**config.mk**
```make
export PLATFORM = sky130hd
export DESIGN_NAME = mac_stream_ctrl_flat
export DESIGN_NICKNAME = d
export VERILOG_FILES = /design/src/rtl/mac_pkg.sv /design/src/rtl/mac_stream_ctrl_if.sv /design/src/rtl/mac_operand_buf.sv /design/src/rtl/mac_stream_ctrl.sv /design/src/flat_wrapper.sv
export SDC_FILE = /design/constraint.sdc
export NUM_CORES = 1
export LEC_CHECK = 0
export CELL_PAD_IN_SITES_DETAIL_PLACEMENT = 2
export CELL_PAD_IN_SITES_GLOBAL_PLACEMENT = 2
export CORE_ASPECT_RATIO = 0.75
export CORE_MARGIN = 10
export CORE_UTILIZATION = 40
export CTS_CLUSTER_SIZE = 25
export DETAILED_ROUTE_END_ITERATION = 16
export GPL_ROUTABILITY_DRIVEN = 0
export PLACE_DENSITY_LB_ADDON = 0.1
export SYNTH_ARGS = -nofsm -noshare
export SYNTH_HDL_FRONTEND = slang
export SYNTH_SLANG_ARGS = --single-unit
```
**constraint.sdc**
```tcl
create_clock -name clk -period 6.45 [get_ports clk]
set_clock_uncertainty 0.2 [all_clocks]
set_input_delay 0.9675 -clock clk [delete_from_list [all_inputs] [get_ports clk]]
set_output_delay 0.9675 -clock clk [all_outputs]
set_load 0.03 [all_outputs]
```
**src/rtl/mac_pkg.sv**
```systemverilog
// Shared defaults, pointer sizing and FSM states for the MAC stream controller.
package mac_pkg;

   localparam int DEF_DATA_W  = 4;
   localparam int DEF_VEC_LEN = 8;
   localparam int DEF_CNT_W   = 8;

   function automatic int ptr_w(input int n);
      return (n > 1) ? $clog2(n) : 1;
   endfunction

   localparam int DEF_PTR_W = ptr_w(DEF_VEC_LEN);

   typedef enum logic [1:0] {
      FILL    = 2'd0,
      STREAM  = 2'd1,
      CAPTURE = 2'd2,
      HOLD    = 2'd3
   } state_t;

endpackage

```
**src/rtl/mac_stream_ctrl_if.sv**
```systemverilog
// Operand stream, MAC drive and result handshake bundle; slave is the controller's view.
interface mac_stream_ctrl_if
   import mac_pkg::*;
#(
   parameter int DATA_W = DEF_DATA_W,
   parameter int CNT_W  = DEF_CNT_W
);
   logic              in_valid;
   logic              in_ready;
   logic [DATA_W-1:0] in_ifmap;
   logic [DATA_W-1:0] in_weight;
   logic [DATA_W-1:0] mac_ifmap;
   logic [DATA_W-1:0] mac_weights;
   logic              mac_en;
   logic              mac_lastdata;
   logic [DATA_W-1:0] mac_accumulation;
   logic              result_valid;
   logic              result_ready;
   logic [DATA_W-1:0] result;
   logic [CNT_W-1:0]  vec_count;

   modport slave (
      input  in_valid, in_ifmap, in_weight, mac_accumulation, result_ready,
      output in_ready, mac_ifmap, mac_weights, mac_en, mac_lastdata,
             result_valid, result, vec_count
   );

   modport master (
      output in_valid, in_ifmap, in_weight, mac_accumulation, result_ready,
      input  in_ready, mac_ifmap, mac_weights, mac_en, mac_lastdata,
             result_valid, result, vec_count
   );
endinterface

```
**src/rtl/mac_operand_buf.sv**
```systemverilog
// Operand-pair register file: synchronous write, combinational read, storage not reset.
module mac_operand_buf
   import mac_pkg::*;
#(
   parameter int DEPTH = DEF_VEC_LEN,
   parameter int WIDTH = 2 * DEF_DATA_W,
   parameter int AW    = DEF_PTR_W
) (
   input  logic             clk,
   input  logic             we,
   input  logic [AW-1:0]    waddr,
   input  logic [WIDTH-1:0] wdata,
   input  logic [AW-1:0]    raddr,
   output logic [WIDTH-1:0] rdata
);
   logic [WIDTH-1:0] mem [DEPTH];

   always_ff @(posedge clk) begin
      if (we) begin
         mem[waddr] <= wdata;
      end
   end

   assign rdata = mem[raddr];
endmodule

```
**src/rtl/mac_stream_ctrl.sv**
```systemverilog
// Buffers VEC_LEN operand pairs, replays them into the MAC, then holds the sum until taken.
// result_valid rises VEC_LEN+1 edges after the last accept; operand input is closed until handoff.
module mac_stream_ctrl
   import mac_pkg::*;
#(
   parameter int VEC_LEN = DEF_VEC_LEN,
   parameter int DATA_W  = DEF_DATA_W,
   parameter int CNT_W   = DEF_CNT_W
) (
   input logic              clk,
   input logic              reset,
   mac_stream_ctrl_if.slave bus
);
   localparam int               PTR_W       = ptr_w(VEC_LEN);
   localparam logic [PTR_W-1:0] LAST_IDX    = PTR_W'(VEC_LEN - 1);
   localparam logic [PTR_W-1:0] PRELAST_IDX = PTR_W'(VEC_LEN - 2);

   state_t              state;
   logic [PTR_W-1:0]    wr_ptr;
   logic [PTR_W-1:0]    rd_ptr;
   logic                mac_en_q;
   logic                mac_last_q;
   logic                result_valid_q;
   logic [DATA_W-1:0]   result_q;
   logic [CNT_W-1:0]    vec_count_q;
   logic [2*DATA_W-1:0] rd_pair;
   logic                accept;

   assign accept = (state == FILL) && bus.in_valid;

   mac_operand_buf #(
      .DEPTH (VEC_LEN),
      .WIDTH (2 * DATA_W),
      .AW    (PTR_W)
   ) u_buf (
      .clk   (clk),
      .we    (accept),
      .waddr (wr_ptr),
      .wdata ({bus.in_ifmap, bus.in_weight}),
      .raddr (rd_ptr),
      .rdata (rd_pair)
   );

   always_ff @(posedge clk) begin
      if (reset) begin
         state          <= FILL;
         wr_ptr         <= '0;
         rd_ptr         <= '0;
         mac_en_q       <= 1'b0;
         mac_last_q     <= 1'b0;
         result_valid_q <= 1'b0;
         result_q       <= '0;
         vec_count_q    <= '0;
      end else begin
         case (state)
            FILL: begin
               if (bus.in_valid) begin
                  if (wr_ptr == LAST_IDX) begin
                     wr_ptr     <= '0;
                     rd_ptr     <= '0;
                     mac_en_q   <= 1'b1;
                     mac_last_q <= 1'b0;
                     state      <= STREAM;
                  end else begin
                     wr_ptr <= wr_ptr + 1'b1;
                  end
               end
            end
            STREAM: begin
               // en/lastdata are registered one step ahead of rd_ptr so they line up with the read
               rd_ptr     <= rd_ptr + 1'b1;
               mac_last_q <= (rd_ptr == PRELAST_IDX);
               if (rd_ptr == LAST_IDX) begin
                  rd_ptr     <= '0;
                  mac_en_q   <= 1'b0;
                  mac_last_q <= 1'b0;
                  state      <= CAPTURE;
               end
            end
            CAPTURE: begin
               result_q       <= bus.mac_accumulation;
               result_valid_q <= 1'b1;
               state          <= HOLD;
            end
            HOLD: begin
               if (bus.result_ready) begin
                  result_valid_q <= 1'b0;
                  vec_count_q    <= vec_count_q + 1'b1;
                  state          <= FILL;
               end
            end
            default: state <= FILL;
         endcase
      end
   end

   assign bus.in_ready     = (state == FILL);
   assign bus.mac_en       = mac_en_q;
   assign bus.mac_lastdata = mac_last_q;
   assign bus.mac_ifmap    = mac_en_q ? rd_pair[2*DATA_W-1:DATA_W] : '0;
   assign bus.mac_weights  = mac_en_q ? rd_pair[DATA_W-1:0] : '0;
   assign bus.result_valid = result_valid_q;
   assign bus.result       = result_q;
   assign bus.vec_count    = vec_count_q;
endmodule
```
**src/flat_wrapper.sv**
```systemverilog
// flat-port wrapper written by rule: the top's interface ports become plain ports
module mac_stream_ctrl_flat import mac_pkg::*;
#(
   parameter int VEC_LEN = DEF_VEC_LEN,
   parameter int DATA_W  = DEF_DATA_W,
   parameter int CNT_W   = DEF_CNT_W
)
  (clk, reset, bus_in_valid, bus_in_ifmap, bus_in_weight, bus_mac_accumulation, bus_result_ready, bus_in_ready, bus_mac_ifmap, bus_mac_weights, bus_mac_en, bus_mac_lastdata, bus_result_valid, bus_result, bus_vec_count);
  mac_stream_ctrl_if #(.DATA_W(DATA_W), .CNT_W(CNT_W)) bus_i ();
  input logic clk;
  input logic reset;
  input wire logic [$bits(bus_i.in_valid)-1:0] bus_in_valid;
  input wire logic [$bits(bus_i.in_ifmap)-1:0] bus_in_ifmap;
  input wire logic [$bits(bus_i.in_weight)-1:0] bus_in_weight;
  input wire logic [$bits(bus_i.mac_accumulation)-1:0] bus_mac_accumulation;
  input wire logic [$bits(bus_i.result_ready)-1:0] bus_result_ready;
  output wire logic [$bits(bus_i.in_ready)-1:0] bus_in_ready;
  output wire logic [$bits(bus_i.mac_ifmap)-1:0] bus_mac_ifmap;
  output wire logic [$bits(bus_i.mac_weights)-1:0] bus_mac_weights;
  output wire logic [$bits(bus_i.mac_en)-1:0] bus_mac_en;
  output wire logic [$bits(bus_i.mac_lastdata)-1:0] bus_mac_lastdata;
  output wire logic [$bits(bus_i.result_valid)-1:0] bus_result_valid;
  output wire logic [$bits(bus_i.result)-1:0] bus_result;
  output wire logic [$bits(bus_i.vec_count)-1:0] bus_vec_count;
  assign bus_i.in_valid = bus_in_valid;
  assign bus_i.in_ifmap = bus_in_ifmap;
  assign bus_i.in_weight = bus_in_weight;
  assign bus_i.mac_accumulation = bus_mac_accumulation;
  assign bus_i.result_ready = bus_result_ready;
  assign bus_in_ready = bus_i.in_ready;
  assign bus_mac_ifmap = bus_i.mac_ifmap;
  assign bus_mac_weights = bus_i.mac_weights;
  assign bus_mac_en = bus_i.mac_en;
  assign bus_mac_lastdata = bus_i.mac_lastdata;
  assign bus_result_valid = bus_i.result_valid;
  assign bus_result = bus_i.result;
  assign bus_vec_count = bus_i.vec_count;
  mac_stream_ctrl #(.VEC_LEN(VEC_LEN), .DATA_W(DATA_W), .CNT_W(CNT_W)) u_core (.clk(clk), .reset(reset), .bus(bus_i));
endmodule
```
==> qor.log <==
qor: global_routing.globalRouteOverflowTotal 0
qor: clock_tree.post-cts-setup-buffers 0
qor: synth.postSynthNetCount 290
qor: timing.rsz0062_at_grt false
qor: power.p_switching 0.237 mW
qor: floorplanning.rows 30
qor: timing.maxSlewHeadroom 27.2%
qor: critical_path.cp_cell_sequence buf_4 > mux2_2 > o221ai_1 > a21oi_1 > clkdlybuf4s50_1
qor: timing.max_slew.worst_pin.slew 1.09 ns
qor: timing.report.final.setup_viol 0
qor: power.clock_power_share 42.5%
qor: global_routing.global_route.usage.total 15.8%
qor: power.combPwrFrac 3.6%
qor: route.dr.first_iter.drc_count 178
qor: critical_path.worst-r2r-setup-slack 3.92 ns
qor: floorplanning.die_w 131 um
qor: clock_tree.sinks_on_the_clock_net 90
qor: timing.fin_tns_setup 0 ns
qor: critical_path.timing.critical_path.from_type flip-flop
qor: placed_design.detailedPlacementHpwl 6970 um
qor: cells_and_area.fin_cells 438
qor: min_path.holdCritPathClass reg -> reg
qor: synth.synthesis.area_per_instance 14.1 um2
qor: floorplanning.design.die.area 13500 um2
qor: power.p_leak 1.49 nW
qor: route.post_drt_via_cell_ratio 5.41
qor: power.switching_share 20.1%
qor: critical_path.crit_required 5.28 ns
qor: route.post-route-drc-count 0
qor: global_routing.maximum_number_of_pins_on_one_net_before_global_route_repair 27
qor: floorplanning.io_pins 40
qor: status.outcome complete, no violations
qor: min_path.hold_start u_core.bus.mac_lastdata
qor: synth.syn-cell-area 3700 um2
qor: power.vdd_ir_drop_max 0.200 mV
qor: timing.slew_viol_final 0
qor: timing.period_utilization 59.5%
qor: critical_path.timing.critical_path.slowest_cell_delay 0.62 ns
qor: clock_tree.ctsRootBufferMaster clkbuf_16
qor: power.p_total 1.18 mW
qor: global_routing.gr-max-usage-layer met2
qor: placed_design.io_buffers 39
qor: global_routing.grtUsageMet2 24.8%
qor: clock_tree.clk_pin_slew_worst_paths 0.06 ns
qor: timing.fin_hold_viols 0
qor: route.routed-via-count 2370
qor: global_routing.first_global_vias 2647
qor: synth.async_reset_ff_share 0%
qor: clock_tree.clock_insertion_delay_worst_skew 0.34 ns
qor: route.routedWlPerCell 22.8 um
qor: synth.seq_area_frac_synth 66.0%
qor: global_routing.grt_first_pass_wirelength 15700 um
qor: critical_path.critPathSlowestCell clkdlybuf4s50_1
qor: clock_tree.tritoncts built
qor: job.maxCapViolCount 0
qor: synth.synthesis.yosys.warnings 0
qor: power.seq_power_share 53.8%
qor: clock_tree.post_cts_hold_buffer_count 0
qor: critical_path.critical_path_arrival 2.67 ns
qor: floorplanning.die_h 103 um
qor: global_routing.gr-usage-met1 20.5%
qor: route.antenna_left 0
qor: global_routing.grt_antenna_before_repair 0
qor: cells_and_area.final_layout_size_suffix_gt1_share 14.8%
qor: cells_and_area.n_antenna_cell 0
qor: clock_tree.post_cts.resized_instances 0
qor: cells_and_area.area_growth_syn_to_layout 22.1%
qor: placed_design.dpl_cell_area 4240 um2
qor: clock_tree.htree_levels 3
qor: critical_path.critPathMaxFanout 19
qor: synth.synthesis.instances 263
qor: power.power.internal 0.942 mW
qor: critical_path.critical_path.reg2reg.startpoint u_core.state[0]
qor: placed_design.dp_cells 423
qor: critical_path.critPathKind reg -> out
qor: clock_tree.cts-root-to-sink-buffers 2
qor: cells_and_area.final_cell_area 4510 um2
qor: power.power.density 261 nW/um2
qor: synth.number_of_synthesized_flops_with_an_enable_pin 64
qor: floorplanning.initial_utilization 40.9%
qor: synth.synth_cell_types 33
qor: route.routed_wirelength 9970 um
qor: synth.most_instantiated_flip_flop_cell_in_the_synthesis_netlist edfxtp_1
qor: critical_path.critPathCaptureType primary output
qor: timing.fmax 0.260 GHz
qor: global_routing.groute.layer.met3.usage 4.38%
qor: route.detailedRoute.firstPassIterationCount 4
qor: clock_tree.tritoncts_buffers 9
qor: synth.synth.ff_latch_count 90
qor: floorplanning.core-area 9050 um2
qor: timing.period_minus_slack 3.84 ns
qor: cells_and_area.design.final.nets 333
[layout by cell type, fill, tap and decap left out, types with 9 or more instances in the layout]
master / n
mux2_2: 16
o21ai_0: 9
a21oi_1: 27
nor2_1: 13
ha_1: 11
clkbuf_16: 9
clkdlybuf4s50_1: 39
dfxtp_1: 26
inv_1: 14
edfxtp_1: 64
[metrics by stage]
step | utilization, % | hold slack, ns | setup WS (ns)
floorplan | - | 0.278 | 3.81
global placement | 46.8 | 0.264 | 3.01
detailed placement | 46.8 | 0.277 | 2.93
CTS | 49.9 | 0.292 | 2.54
global route | 49.9 | 0.321 | 2.43
finish | 49.9 | 0.286 | 2.61
[cell families after synthesis]
family / share of synthesized area [%]
multiplexers: 11.1
AND/OR/NAND/NOR: 7.44
adder cells (fa/ha/maj): 3.72
AO/OA/AOI/OAI: 8.36
flip-flops: 66.0
buffers and inverters: 2.88
XOR/XNOR: 0.474
[Yosys cell counts, types with 2 or more instances]
cell type / n / area, um2
a21oi_1: 27 / 135
buf_2: 4 / 20.0
clkbuf_1: 6 / 22.5
dfxtp_1: 26 / 521
edfxtp_1: 64 / 1920
ha_1: 11 / 138
inv_1: 14 / 52.6
mux2_2: 16 / 180
mux2i_1: 5 / 50.1
mux4_2: 8 / 180
nand2_1: 8 / 30.0
nand2b_1: 5 / 31.3
nand3_1: 7 / 35.0
nand4_1: 4 / 25.0
nor2_1: 13 / 48.8
nor2b_1: 3 / 18.8
nor3_1: 4 / 20.0
o21ai_0: 9 / 45.0
o221ai_1: 8 / 70.1
o31ai_1: 3 / 22.5
or2_2: 2 / 12.5
or3_1: 4 / 25.0
or4_1: 2 / 15.0
[area by class of cell]
| cell class | count | area (um2) |
|---|---|---|
| Clock buffer | 11 | 233 |
| Clock inverter | 4 | 43.8 |
| Fill cell | 854 | 4530 |
| Inverter | 14 | 52.6 |
| Multi-Input combinational cell | 147 | 1150 |
| Sequential cell | 90 | 2440 |
| Tap cell | 128 | 160 |
| Timing Repair Buffer | 44 | 428 |
[worst paths after layout]
check                             to  cells after the start
max               bus_mac_weights[3]                      5
min          u_core.bus.mac_lastdata                      2
max reg2reg   u_core.u_buf.mem[7][0]                      4
min reg2reg  u_core.bus.mac_lastdata                      2
[power groups by stage]
stage | Sequential (mW) | Clock (mW) | Combinational, mW
floorplan | 0.644 | 0 | 0.0168
global placement | 0.646 | 0 | 0.0396
detailed placement | 0.647 | 0 | 0.0423
CTS | 0.635 | 0.515 | 0.0430
global route | 0.635 | 0.537 | 0.0464
finish | 0.635 | 0.502 | 0.0426
[metal layers]
metal  vias to the layer above  wire, um
li1                       1078         -
met1                      1221      4560
met2                        58      4670
met3                        13       557
met4                         0       174
met5                         -         0
[critical path: cells and delay by family (launching register included)]
family / cells / cell delay [ns]
buf+inv: 2 / 0.99
flops: 1 / 0.54
compound gates: 2 / 0.40
mux: 1 / 0.39
[state kept, by name, indices dropped and copies added (netlist names), named ones only]
signal,count
u_core.wr_ptr,3
u_core.state,2
u_core.bus.vec_count,8
u_core.bus.result,4
u_core.bus.mac_en,1
u_core.bus.result_valid,1
u_core.rd_ptr,3
u_core.bus.mac_lastdata,1
u_core.u_buf.mem,64
Power figures use the tool's default switching activity.
